<file path="src/rtl/sccb_init_sequencer.sv">
// Table-driven SCCB register bring-up: walks WRITE / DELAY / END entries and feeds the SCCB master's
// ctrl, sub-address and data streams. Define SCCB_SEQ_DELAY_EN to enable timed DELAY entries.
module sccb_init_sequencer #(
  parameter int DATA_W       = 8,
  parameter int TBL_ADDR_W   = 8,
  parameter int DLY_UNIT_CYC = 125000,
  parameter int DLY_CNT_W    = 32
) (
  input  logic                    clk,
  input  logic                    rst,
  input  logic                    start_i,
  output logic [TBL_ADDR_W-1:0]   tbl_addr_o,
  input  logic [2+2*DATA_W-1:0]   tbl_data_i,
  output logic [DATA_W-1:0]       ctrl_data_o,
  output logic                    ctrl_vld_o,
  input  logic                    ctrl_rdy_i,
  output logic [DATA_W-1:0]       sub_adr_o,
  output logic                    sub_adr_vld_o,
  input  logic                    sub_adr_rdy_i,
  output logic [DATA_W-1:0]       tx_data_o,
  output logic                    tx_data_vld_o,
  input  logic                    tx_data_rdy_i,
  input  logic                    sccb_idle_i,
  output logic                    busy_o,
  output logic                    done_o,
  output logic                    err_o,
  output logic [TBL_ADDR_W-1:0]   wr_cnt_o
);

  localparam int ENTRY_W = 2 + 2*DATA_W;

  localparam logic [1:0] OP_WRITE = 2'b00;
  localparam logic [1:0] OP_DELAY = 2'b01;
  localparam logic [1:0] OP_RSVD  = 2'b10;

  // Write transaction: trans_type=0, phase_amt=3.
  localparam logic [DATA_W-1:0] CTRL_WORD = DATA_W'(3);

  typedef enum logic [3:0] {
    S_IDLE, S_FETCH, S_DECODE, S_PUSH_DAT, S_PUSH_CTRL,
    S_WAIT_IDLE, S_DELAY, S_DRAIN, S_DONE
  } state_t;

  state_t state, state_nxt;

  logic [1:0]        entry_op;
  logic [DATA_W-1:0] sub_q, dat_q;
  logic              sub_pend, dat_pend;
  logic              sub_hs, dat_hs, ctrl_hs;
  logic              at_last, advance;

  assign entry_op = tbl_data_i[ENTRY_W-1 -: 2];
  assign sub_hs   = sub_pend & sub_adr_rdy_i;
  assign dat_hs   = dat_pend & tx_data_rdy_i;
  assign ctrl_hs  = ctrl_vld_o & ctrl_rdy_i;
  assign at_last  = (tbl_addr_o == '1);

  assign sub_adr_vld_o = sub_pend;
  assign tx_data_vld_o = dat_pend;
  assign sub_adr_o     = sub_q;
  assign tx_data_o     = dat_q;

`ifdef SCCB_SEQ_DELAY_EN
  logic [DLY_CNT_W-1:0] dly_cnt;

  always_ff @(posedge clk or posedge rst) begin
    if (rst) begin
      dly_cnt <= '0;
    end else if (state == S_WAIT_IDLE && sccb_idle_i) begin
      // Loaded one short so the DELAY state lasts exactly data*DLY_UNIT_CYC cycles.
      dly_cnt <= DLY_CNT_W'(dat_q) * DLY_CNT_W'(DLY_UNIT_CYC) - DLY_CNT_W'(1);
    end else if (state == S_DELAY && dly_cnt != '0) begin
      dly_cnt <= dly_cnt - DLY_CNT_W'(1);
    end
  end
`endif

  // An entry that finished and should move the table pointer on.
  always_comb begin
    // NOTE: every combinational output gets a default first so no latch is inferred.
    advance = 1'b0;
    case (state)
      S_PUSH_CTRL: advance = ctrl_hs;
`ifdef SCCB_SEQ_DELAY_EN
      S_WAIT_IDLE: advance = sccb_idle_i && (dat_q == '0);
      S_DELAY:     advance = (dly_cnt == '0);
`else
      S_DECODE:    advance = (entry_op == OP_DELAY);
`endif
      default:     advance = 1'b0;
    endcase
  end

  always_ff @(posedge clk or posedge rst) begin
    if (rst) state <= S_IDLE;
    else     state <= state_nxt;
  end

  always_comb begin
    state_nxt = state;
    case (state)
      S_IDLE:   if (start_i) state_nxt = S_FETCH;
      S_FETCH:  state_nxt = S_DECODE;
      S_DECODE: begin
        case (entry_op)
          OP_WRITE: state_nxt = S_PUSH_DAT;
`ifdef SCCB_SEQ_DELAY_EN
          OP_DELAY: state_nxt = S_WAIT_IDLE;
`else
          OP_DELAY: state_nxt = S_FETCH;
`endif
          default:  state_nxt = S_DRAIN;
        endcase
      end
      S_PUSH_DAT: begin
        if ((!sub_pend || sub_adr_rdy_i) && (!dat_pend || tx_data_rdy_i))
          state_nxt = S_PUSH_CTRL;
      end
      S_PUSH_CTRL: state_nxt = S_PUSH_CTRL;
`ifdef SCCB_SEQ_DELAY_EN
      S_WAIT_IDLE: if (sccb_idle_i) state_nxt = S_DELAY;
      S_DELAY:     state_nxt = S_DELAY;
`endif
      S_DRAIN:  if (sccb_idle_i) state_nxt = S_DONE;
      S_DONE:   state_nxt = S_IDLE;
      default:  state_nxt = S_IDLE;
    endcase
    // The last table slot has no successor: running off it is an error, never a wrap.
    if (advance) state_nxt = at_last ? S_DRAIN : S_FETCH;
  end

  always_comb begin
    busy_o      = 1'b1;
    done_o      = 1'b0;
    ctrl_vld_o  = 1'b0;
    ctrl_data_o = '0;
    case (state)
      S_IDLE: busy_o = 1'b0;
      S_DONE: begin
        busy_o = 1'b0;
        done_o = 1'b1;
      end
      S_PUSH_CTRL: begin
        ctrl_vld_o  = 1'b1;
        ctrl_data_o = CTRL_WORD;
      end
      default: busy_o = 1'b1;
    endcase
  end

  // NOTE: registered state uses non-blocking assignments so every flop samples pre-edge values.
  always_ff @(posedge clk or posedge rst) begin
    if (rst) begin
      tbl_addr_o <= '0;
      wr_cnt_o   <= '0;
      err_o      <= 1'b0;
      sub_q      <= '0;
      dat_q      <= '0;
      sub_pend   <= 1'b0;
      dat_pend   <= 1'b0;
    end else begin
      if (state == S_IDLE && start_i) begin
        tbl_addr_o <= '0;
        wr_cnt_o   <= '0;
        err_o      <= 1'b0;
      end
      if (state == S_DECODE) begin
        sub_q <= tbl_data_i[2*DATA_W-1 -: DATA_W];
        dat_q <= tbl_data_i[DATA_W-1:0];
        if (entry_op == OP_WRITE) begin
          sub_pend <= 1'b1;
          dat_pend <= 1'b1;
        end
        if (entry_op == OP_RSVD) err_o <= 1'b1;
      end
      // Sub-address and data streams complete independently of each other.
      if (sub_hs)  sub_pend <= 1'b0;
      if (dat_hs)  dat_pend <= 1'b0;
      if (ctrl_hs) wr_cnt_o <= wr_cnt_o + TBL_ADDR_W'(1);
      if (advance) begin
        if (at_last) err_o      <= 1'b1;
        else         tbl_addr_o <= tbl_addr_o + TBL_ADDR_W'(1);
      end
    end
  end

endmodule

</file>
<file path="config.mk">
export PLATFORM = sky130hd
export DESIGN_NAME = sccb_init_sequencer
export DESIGN_NICKNAME = d
export VERILOG_FILES = /design/src/rtl/sccb_init_sequencer.sv
export SDC_FILE = /design/constraint.sdc
export NUM_CORES = 1
export LEC_CHECK = 0
export ABC_CLOCK_PERIOD_IN_PS = 1870
export BUFFER_PORTS_ARGS = -buffer_cell sky130_fd_sc_hd__clkbuf_2
export CORE_MARGIN = 8
export CORE_UTILIZATION = 45
export CTS_CLUSTER_SIZE = 24
export DETAILED_ROUTE_END_ITERATION = 8
export GPL_TIMING_DRIVEN = 0
export HOLD_SLACK_MARGIN = 0.08
export PLACE_DENSITY = 0.76
export SYNTH_ARGS = -nofsm -noshare
export SYNTH_HDL_FRONTEND = slang
export SYNTH_SLANG_ARGS = --single-unit
export TNS_END_PERCENT = 50
</file>
<file path="constraint.sdc">
create_clock -name clk -period 1.87 [get_ports clk]
set_input_delay 0.374 -clock clk [delete_from_list [all_inputs] [get_ports clk]]
set_output_delay 0.374 -clock clk [all_outputs]
set_load 0.005 [all_outputs]
</file>
After elaboration in Yosys (flattened, before gate mapping)
Index checks and enable logic that the tools add are counted.
{ "totals": {"ramBits": 0, "input_bits": 25, "n_memories": 0, "romBits": 0, "output_inout_bits": 46, "latch_bits": 0, "ff_bits": 39, "elab_cells": 68} }
{ "op_classes": {"div": 0, "n_mul": 0, "shifts": 0, "magnitude_cmp": 0, "bitwise_logic": 3, "n_reduce_logical": 17, "mux": 26, "eq_ne": 12, "addsub": 2} }
{ "ops": {"columns": ["op", "count"], "rows": [
  ["$mux W8", 5],
  ["$pmux W4 S6", 1],
  ["$add A8 B1 Y8 const B", 2],
  ["$mux W4", 4],
  ["$mux W1", 12],
  ["$reduce_bool A2 Y1", 5],
  ["$ne A3 B3 Y1 const B", 3],
  ["$eq A4 B2 Y1 const B", 2],
  ["$eq A4 B3 Y1 const B", 2],
  ["$eq A8 B8 Y1 const B", 1],
  ["$pmux W3 S2", 1],
  ["$eq A4 B1 Y1 const B", 1],
  ["$eq A4 B4 Y1 const B", 1],
  ["$logic_not A4 Y1", 1],
  ["$reduce_and A2 Y1", 2],
  ["$and A1 B1 Y1", 3],
  ["$mux W3", 1],
  ["$reduce_and A3 Y1", 1],
  ["$eq A2 B1 Y1 const B", 1],
  ["$eq A2 B2 Y1 const B", 1],
  ["$logic_and A1 B1 Y1", 2],
  ["$logic_not A1 Y1", 2],
  ["$logic_not A2 Y1", 1],
  ["$logic_or A1 B1 Y1", 2],
  ["other kinds (3)", 3]
]} }

Logic depth before layout (Yosys ltp)
Gate-level depths: netlist (run 1).
{ "depth": {"ltp_word": 7, "depth_mapped": 7, "mapped_depth_nobuf": 5} }

Worst setup path before layout (run 1)
No wires, ideal clock.
{ "synth_path": {"path_type": "flip-flop to flip-flop", "from": "register state[0]", "to": "register tbl_addr_o[2]", "setup_time_ps": 133, "path_slack_ps": 55, "required_time_ps": 1737, "path_buffers": 2, "t_arrival_ps": 1681, "stages_incl_launch_ff": 7, "path_cell_list": "dfrtp_1 buf_6 or4b_4 o2bb2a_4 buf_6 o311ai_2 o31ai_1"} }
{ "synth_via": {"elab_chain_len": 5} }
{ "synth_rtl": {"columns": ["element", "line_no", "text"], "rows": [
  ["start: declaration", "44", "state_t state, state_nxt;"],
  ["start signal: assignment", "96", "else state <= state_nxt;"],
  ["$eq A4 B3 Y1 / $logic_not A4 Y1 (equally long branches)", "82, 137, 162", null],
  ["$mux W1 / $logic_and A1 B1 Y1 (equally long branches)", "137, 162", null],
  ["$and A1 B1 Y1 / $mux W8 (equally long branches)", "55, 162", null],
  ["$pmux W1 S2 / $mux W8 (equally long branches)", "82, 181", null],
  ["$mux W8 (*)", "180", "if (advance) begin"],
  ["end signal: assignment", "182", "else tbl_addr_o <= tbl_addr_o + TBL_ADDR_W'(1);"],
  ["end: declaration", "12", "output logic [TBL_ADDR_W-1:0] tbl_addr_o,"]
]} }
Mark *: on every way between the ends. The rest lies on a longest branch, timed or not.
A chain may end at the register's enable or synchronous reset.

Worst setup path in the final report (run 1)
Same ends and word-level chain as after synthesis.

==> reports/qor.csv, run 1 <==
stage,metric,value,unit
clock_network,cts_made_buffers,5,
power,p_switching,1150,uW
global_routing,grt_pass1_wl,8.61,mm
synthesis,yosysMostFrequentCell,nand2_1,
timing,rsz0062_at_grt,true,
synthesis,synth_common_cells,"62 x nand2_1, 39 x dfrtp_1, 9 x inv_1, 9 x mux2i_1, 9 x nor2_1",
drt,route.detailed.drc,0,
global_routing,antenna_found_initial,0,
drt,vias,1819,
floorplanning,dieWidth,82.8,um
run,max_cap_viol_count,0,
timing,worst_slack,-0.0152,ns
timing,hold_ws,0.218,ns
power,total_power,3150,uW
power,p_comb_share,42.6,%
drt,postRouteAntennaNets,0,
setup_path,path_cells,buf_6 > or4b_4 > o2bb2a_4 > buf_6 > o311ai_2 > o31ai_1,
synthesis,synth_seq_cells,39,
setup_path,r2r_cells,6,
clock_network,clkTransAtPathRegs,0.08,ns
setup_path,worstPathRequired,2.04,ns
floorplanning,boundaryPins,71,
clock_network,ctsHoldBuffers,0,
synthesis,ys_seq_area_share,48.6,%
setup_path,slowest_delay,0.53,ns
synthesis,synth_edf_count,0,
setup_path,critical_path.slowest_cell,or4b_4,
timing,setup_viol,1,
setup_path,endpoint_kind,flop,
global_routing,grt_usage,14.6,%
timing,fin_worst_skew,0.00569,ns
global_routing,grt_start_max_net_pins,40,
placed_design,port_buffers,64,
drt,post_drt_wl_per_cell,14.2,um
placed_design,gp_congestion,0.826,
synthesis,yosysWarnings,0,
timing,tightestPinTransition,0.823,ns
synthesis,syn_area,2010,um2
floorplanning,die_h,82.8,um
drt,vias_per_cell,5.18,
placed_design,placed_cell_area,2410,um2
setup_path,crit_path_start_kind,flop,
setup_path,r2r_end,tbl_addr_o[2],
layout,nets,325,
clock_network,clock_path_buffers,2,
clock_network,cts_root_buffer,clkbuf_8,
setup_path,worstPathArrival,2.05,ns
layout,syn_to_final_growth,29.3,%
timing,post-route-period-util,101,%
power,p_clk_share,17.6,%
setup_path,crit_type,flop to flop,
synthesis,async_flop_share,100,%
timing,hold_viol_final,0,
layout,drive_gt1_share,36.1,%
setup_path,reg2reg_slack,-0.02,ns
power,p_sw_share,36.5,%
drt,routed_wl,5.00,mm
power,power.density,1210,nW/um2
clock_network,worstSkewPairLatency,0.29,ns
power,peakVddDrop,792,uV
layout,insertedDiodeCount,0,
synthesis,syn_inst,218,
power,p_int,2000,uW
floorplanning,die_area,6860,um2
floorplanning,start_util,46.4,%
setup_path,reg2reg_from,state[0],
floorplanning,core_area,4320,um2
placed_design,hpwlAfterDp,3.54,mm
synthesis,synthTopCellsByArea,"dfrtp_1 49%, nand2_1 12%, mux2i_1 4.5%",
setup_path,crit_top_cell,buf_6,
power,p_seq_share,39.8,%
setup_path,crit_buf_inv,2,
timing,slew_headroom,45.1,%
timing,slew_viol_final,0,
layout,final_cell_area,2600,um2
global_routing,first_global_vias,1857,
power,p_leak,0.00137,uW
clock_network,tritoncts,done,
drt,drt-pass1-iter-count,4,
timing,fmax,530,MHz
timing,period_needed,1.89,ns
synthesis,synth_cell_type_count,40,
synthesis,syn-mean-instance-area,9.21,um2
clock_network,htreeDepth,2,
clock_network,cts_sinks,39,
drt,first_iter_violations,112,
global_routing,grt_overflow_total,0,
setup_path,cp_max_fo,7,
outcome,status,"complete, but fails checks",
synthesis,synth_ff_type,dfrtp_1,
outcome,violations,negative setup slack,
floorplanning,std_cell_rows,24,
synthesis,yosys.area.top_type,dfrtp_1,
layout,fillers,389,
setup_path,critPathTopFamily,compound AO/OA/AOI/OAI gates,
synthesis,yosys.area.top_type_share,48.6,%
min_path,min_path_type,input pin to asynchronous set/reset pin,
==> stage by stage <==
step / cells / worst slack (ns) / utilization (%) / setup TNS (ns)
after floorplan: 223 / 0.0555 / - / 0
after global placement: 339 / -0.0291 / 55.8 / -0.223
after detailed placement: 339 / -0.0858 / 55.8 / -0.784
after CTS: 350 / -0.000566 / 58.5 / -0.000566
after global routing: 351 / -0.0636 / 60.0 / -0.155
final: 351 / -0.0152 / 60.0 / -0.0152
==> metal layers <==
layer / track usage [%] / share of wire (%) / vias to the layer above
met5: 0 / 0 / -
met4: 4.63 / 1.0 / 0
met3: 8.50 / 10 / 4
met2: 21.6 / 44 / 67
met1: 17.2 / 45 / 852
li1: - / - / 896
==> state kept, by name (all words and copies together), names as in the netlist <==
name and cells:
sub_adr_o 8, state 4, tx_data_vld_o 1, tx_data_o 8
sub_adr_vld_o 1, err_o 1, wr_cnt_o 8, tbl_addr_o 8
==> kinds of logic after synthesis <==
kind of cell / Yosys count / synth area share (%)
AND/OR/NAND/NOR: 105 / 24.2
multiplexers: 10 / 5.05
adder cells (fa/ha/maj): 2 / 1.25
buffers and inverters: 29 / 7.79
other: 1 / 0.187
flip-flops: 39 / 48.6
AO/OA/AOI/OAI: 32 / 13.0
==> worst max path at each step <==
stage / slack, ns / to / from / cells past startpoint
3_5_place_dp: -0.09 / tx_data_o[4] / state[2] / 7
4_1_cts: -0.0006 / done_o / state[1] / 4
3_3_place_gp: -0.03 / tx_data_o[5] / state[2] / 7
2_1_floorplan: 0.06 / tbl_addr_o[2] / state[0] / 6
6_report: -0.02 / tbl_addr_o[2] / state[0] / 6
5_1_grt: -0.06 / tbl_addr_o[2] / state[0] / 6
==> placed cells by master, fill, tap and decap left out, types with 2 or more instances in the layout <==
cell type / n
a21oi_1: 4
a22oi_1: 2
a31oi_1: 2
and2_1: 2
and3_1: 7
buf_2: 4
buf_4: 15
buf_6: 5
clkbuf_1: 2
clkbuf_2: 64
clkbuf_8: 5
conb_1: 6
dfrtp_1: 39
ha_1: 2
inv_1: 8
mux2i_1: 9
nand2_1: 62
nand2b_1: 4
nand3_1: 6
nand4_1: 5
nor2_1: 8
nor2_4: 2
nor3_2: 2
nor4_1: 2
o211ai_1: 5
o21ai_0: 4
o31ai_1: 2
o32ai_1: 2
o41ai_1: 2
or3_1: 2
==> power groups by stage <==
stage / Combinational, uW / Clock, uW / Sequential, uW
2_1_floorplan: 734 / 0 / 1270
3_3_place_gp: 1180 / 0 / 1250
3_5_place_dp: 1220 / 0 / 1260
4_1_cts: 1270 / 576 / 1250
5_1_grt: 1510 / 605 / 1290
6_report: 1340 / 555 / 1260
==> final cells by class <==
type | instances | area (um2) | area share, %
clock inverters | 1 | 5.00 | 0.193
multi-input cells | 155 | 931 | 35.9
inverters | 9 | 33.8 | 1.30
clock buffers | 7 | 76.3 | 2.94
plain buffers | 18 | 134 | 5.16
flip-flops and latches | 39 | 976 | 37.6
repair buffers | 70 | 375 | 14.5
well taps | 52 | 65.1 | 2.51
==> timing repair <==
item | in CTS | in global routing
pin swaps | 3 | 1
buffers inserted | 2 | 3
gates resized for setup | 6 | 23
gates cloned | 1 | 0
setup endpoints to repair | 21 | 25
No activity file was read; power rests on OpenSTA's default activity.
==> run 2: changes to the inputs <==
--- a/config.mk
+++ b/config.mk
@@ -7,13 +7,15 @@
 export LEC_CHECK = 0
 export ABC_CLOCK_PERIOD_IN_PS = 1870
 export BUFFER_PORTS_ARGS = -buffer_cell sky130_fd_sc_hd__clkbuf_2
+export CELL_PAD_IN_SITES_DETAIL_PLACEMENT = 1
+export CELL_PAD_IN_SITES_GLOBAL_PLACEMENT = 1
 export CORE_MARGIN = 8
-export CORE_UTILIZATION = 45
+export CORE_UTILIZATION = 33
 export CTS_CLUSTER_SIZE = 24
 export DETAILED_ROUTE_END_ITERATION = 8
 export GPL_TIMING_DRIVEN = 0
 export HOLD_SLACK_MARGIN = 0.08
-export PLACE_DENSITY = 0.76
+export PLACE_DENSITY_LB_ADDON = 0.1
 export SYNTH_ARGS = -nofsm -noshare
 export SYNTH_HDL_FRONTEND = slang
 export SYNTH_SLANG_ARGS = --single-unit
==> reports/qor.csv, run 2 (synthesized netlist as in run 1, its figures left out) <==
stage,metric,value,unit
global_routing,grt_usage,13.0,%
global_routing,grt_start_max_net_pins,40,
drt,first_iter_violations,37,
drt,wl_met3,509,um
global_routing,antenna_found_initial,0,
timing,period_needed,1.88,ns
setup_path,critPathTopFamily,compound AO/OA/AOI/OAI gates,
floorplanning,std_cell_rows,28,
drt,drt-pass1-iter-count,4,
clock_network,worstSkewPairLatency,0.29,ns
global_routing,grt_overflow_total,0,
clock_network,ctsHoldBuffers,0,
setup_path,path_cells,buf_6 > or4b_4 > o2bb2a_4 > buf_8 > o311ai_2 > o31ai_1,
power,power.density,1250,nW/um2
floorplanning,boundaryPins,71,
timing,fin_worst_skew,0.00846,ns
drt,vias_per_cell,4.95,
timing,rsz0062_at_grt,true,
drt,postRouteAntennaNets,0,
min_path,min_path_type,input pin to asynchronous set/reset pin,
timing,tightestPinTransition,0.844,ns
layout,mostFrequentLayoutCell,clkbuf_2,
clock_network,cts_sinks,39,
layout,layout.cells.non_filler,374,
timing,worst_slack,-0.0107,ns
layout,insertedDiodeCount,0,
power,p_leak,0.00139,uW
drt,routed_wl,5.57,mm
power,peakVddDrop,493,uV
clock_network,clock_path_buffers,2,
timing,post-route-period-util,101,%
clock_network,tritoncts,done,
timing,slew_viol_final,0,
layout,final_cell_mix,"64 x clkbuf_2, 62 x nand2_1, 39 x dfrtp_1",
timing,slew_headroom,43.7,%
layout,syn_to_final_growth,33.5,%
setup_path,crit_buf_inv,2,
setup_path,crit_path_start_kind,flop,
layout,nets,325,
outcome,violations,negative setup slack,
clock_network,cts_root_buffer,clkbuf_8,
setup_path,r2r_cells,6,
setup_path,crit_type,flop to flop,
drt,wl_met1,2.33,mm
timing,setup_viol,1,
clock_network,cts_made_buffers,5,
placed_design,port_buffers,64,
global_routing,first_global_vias,1977,
drt,dr.max_layer_used,met4,
setup_path,endpoint_kind,flop,
drt,wl_met2,2.67,mm
clock_network,htreeDepth,2,
setup_path,cp_max_fo,7,
placed_design,gp_congestion,0.731,
floorplanning,dieWidth,94.0,um
clock_network,clkTransAtPathRegs,0.09,ns
drt,post_drt_wl_per_cell,14.9,um
placed_design,hpwlAfterDp,4.04,mm
setup_path,reg2reg_from,state[0],
placed_design,place_inst,362,
global_routing,grt_pass1_wl,9.29,mm
setup_path,critical_path.slowest_cell,or4b_4,
drt,vias,1852,
drt,route.detailed.drc,0,
floorplanning,start_util,34.1,%
setup_path,reg2reg_slack,-0.01,ns
setup_path,worstPathRequired,2.04,ns
floorplanning,die_area,8840,um2
outcome,status,"complete, but fails checks",
run,max_cap_viol_count,0,
setup_path,slowest_delay,0.53,ns
floorplanning,die_h,94.0,um
floorplanning,core_area,5890,um2
timing,fmax,532,MHz
power,total_power,3360,uW
setup_path,r2r_end,tbl_addr_o[2],
layout,drive_gt1_share,36.1,%
setup_path,worstPathArrival,2.06,ns
timing,hold_viol_final,0,
## run 2: how the worst max path moves through the flow
stage	start	to	slack, ns	cells after the start
6_report	state[0]	tbl_addr_o[2]	-0.01	6
5_1_grt	state[0]	tbl_addr_o[2]	-0.09	6
4_1_cts	state[0]	tbl_addr_o[2]	-0.01	6
3_5_place_dp	state[2]	tx_data_o[5]	-0.15	7
3_3_place_gp	state[2]	tx_data_o[0]	-0.13	7
2_1_floorplan	state[0]	tbl_addr_o[2]	0.06	6
## run 2: through the flow
step	util (%)	TNS [ns]	hold slack [ns]	worst slack (ns)	cell area [um2]
5_1_grt	45.6	-0.223	0.270	-0.0856	2680
2_1_floorplan	-	0	0.469	0.0555	2030
3_3_place_gp	41.5	-2.01	0.458	-0.131	2440
4_1_cts	43.9	-0.0246	0.253	-0.0130	2580
3_5_place_dp	41.5	-2.41	0.462	-0.151	2440
6_report	45.6	-0.0107	0.226	-0.0107	2680
## run 2: repair_timing
| item | in CTS | in global routing |
|---|---|---|
| gates resized for setup | 7 | 18 |
| gates cloned | 0 | 1 |
| endpoints found under the setup margin | 30 | 25 |
| pin swaps | 3 | 2 |
| buffers inserted | 2 | 3 |
## run 2: area by class of cell
class | instances | area (um2)
flip-flops and latches | 39 | 976
clock inverters | 3 | 43.8
clock buffers | 5 | 68.8
plain buffers | 18 | 145
multi-input cells | 155 | 925
fillers | 733 | 3200
well taps | 75 | 93.8
repair buffers | 70 | 395
inverters | 9 | 33.8
## run 2: worst register-to-register path, cell delays in order, from the launching register on
cell and delay, ns:
dfrtp_1 0.38, buf_6 0.13, or4b_4 0.53, o2bb2a_4 0.26, buf_8 0.14, o311ai_2 0.20, o31ai_1 0.12
## run 2: report_power, final
group          internal, uW  switching (uW)
clock network           398             324
logic                   681             708
registers              1090             157
## run 2: per-layer routing
| metal | global-route usage [%] | vias to the layer above |
|---|---|---|
| met2 | 21.4 | 58 |
| met1 | 14.6 | 893 |
| li1 | - | 895 |
| met5 | 0 | - |
| met3 | 6.00 | 6 |
| met4 | 3.96 | 0 |
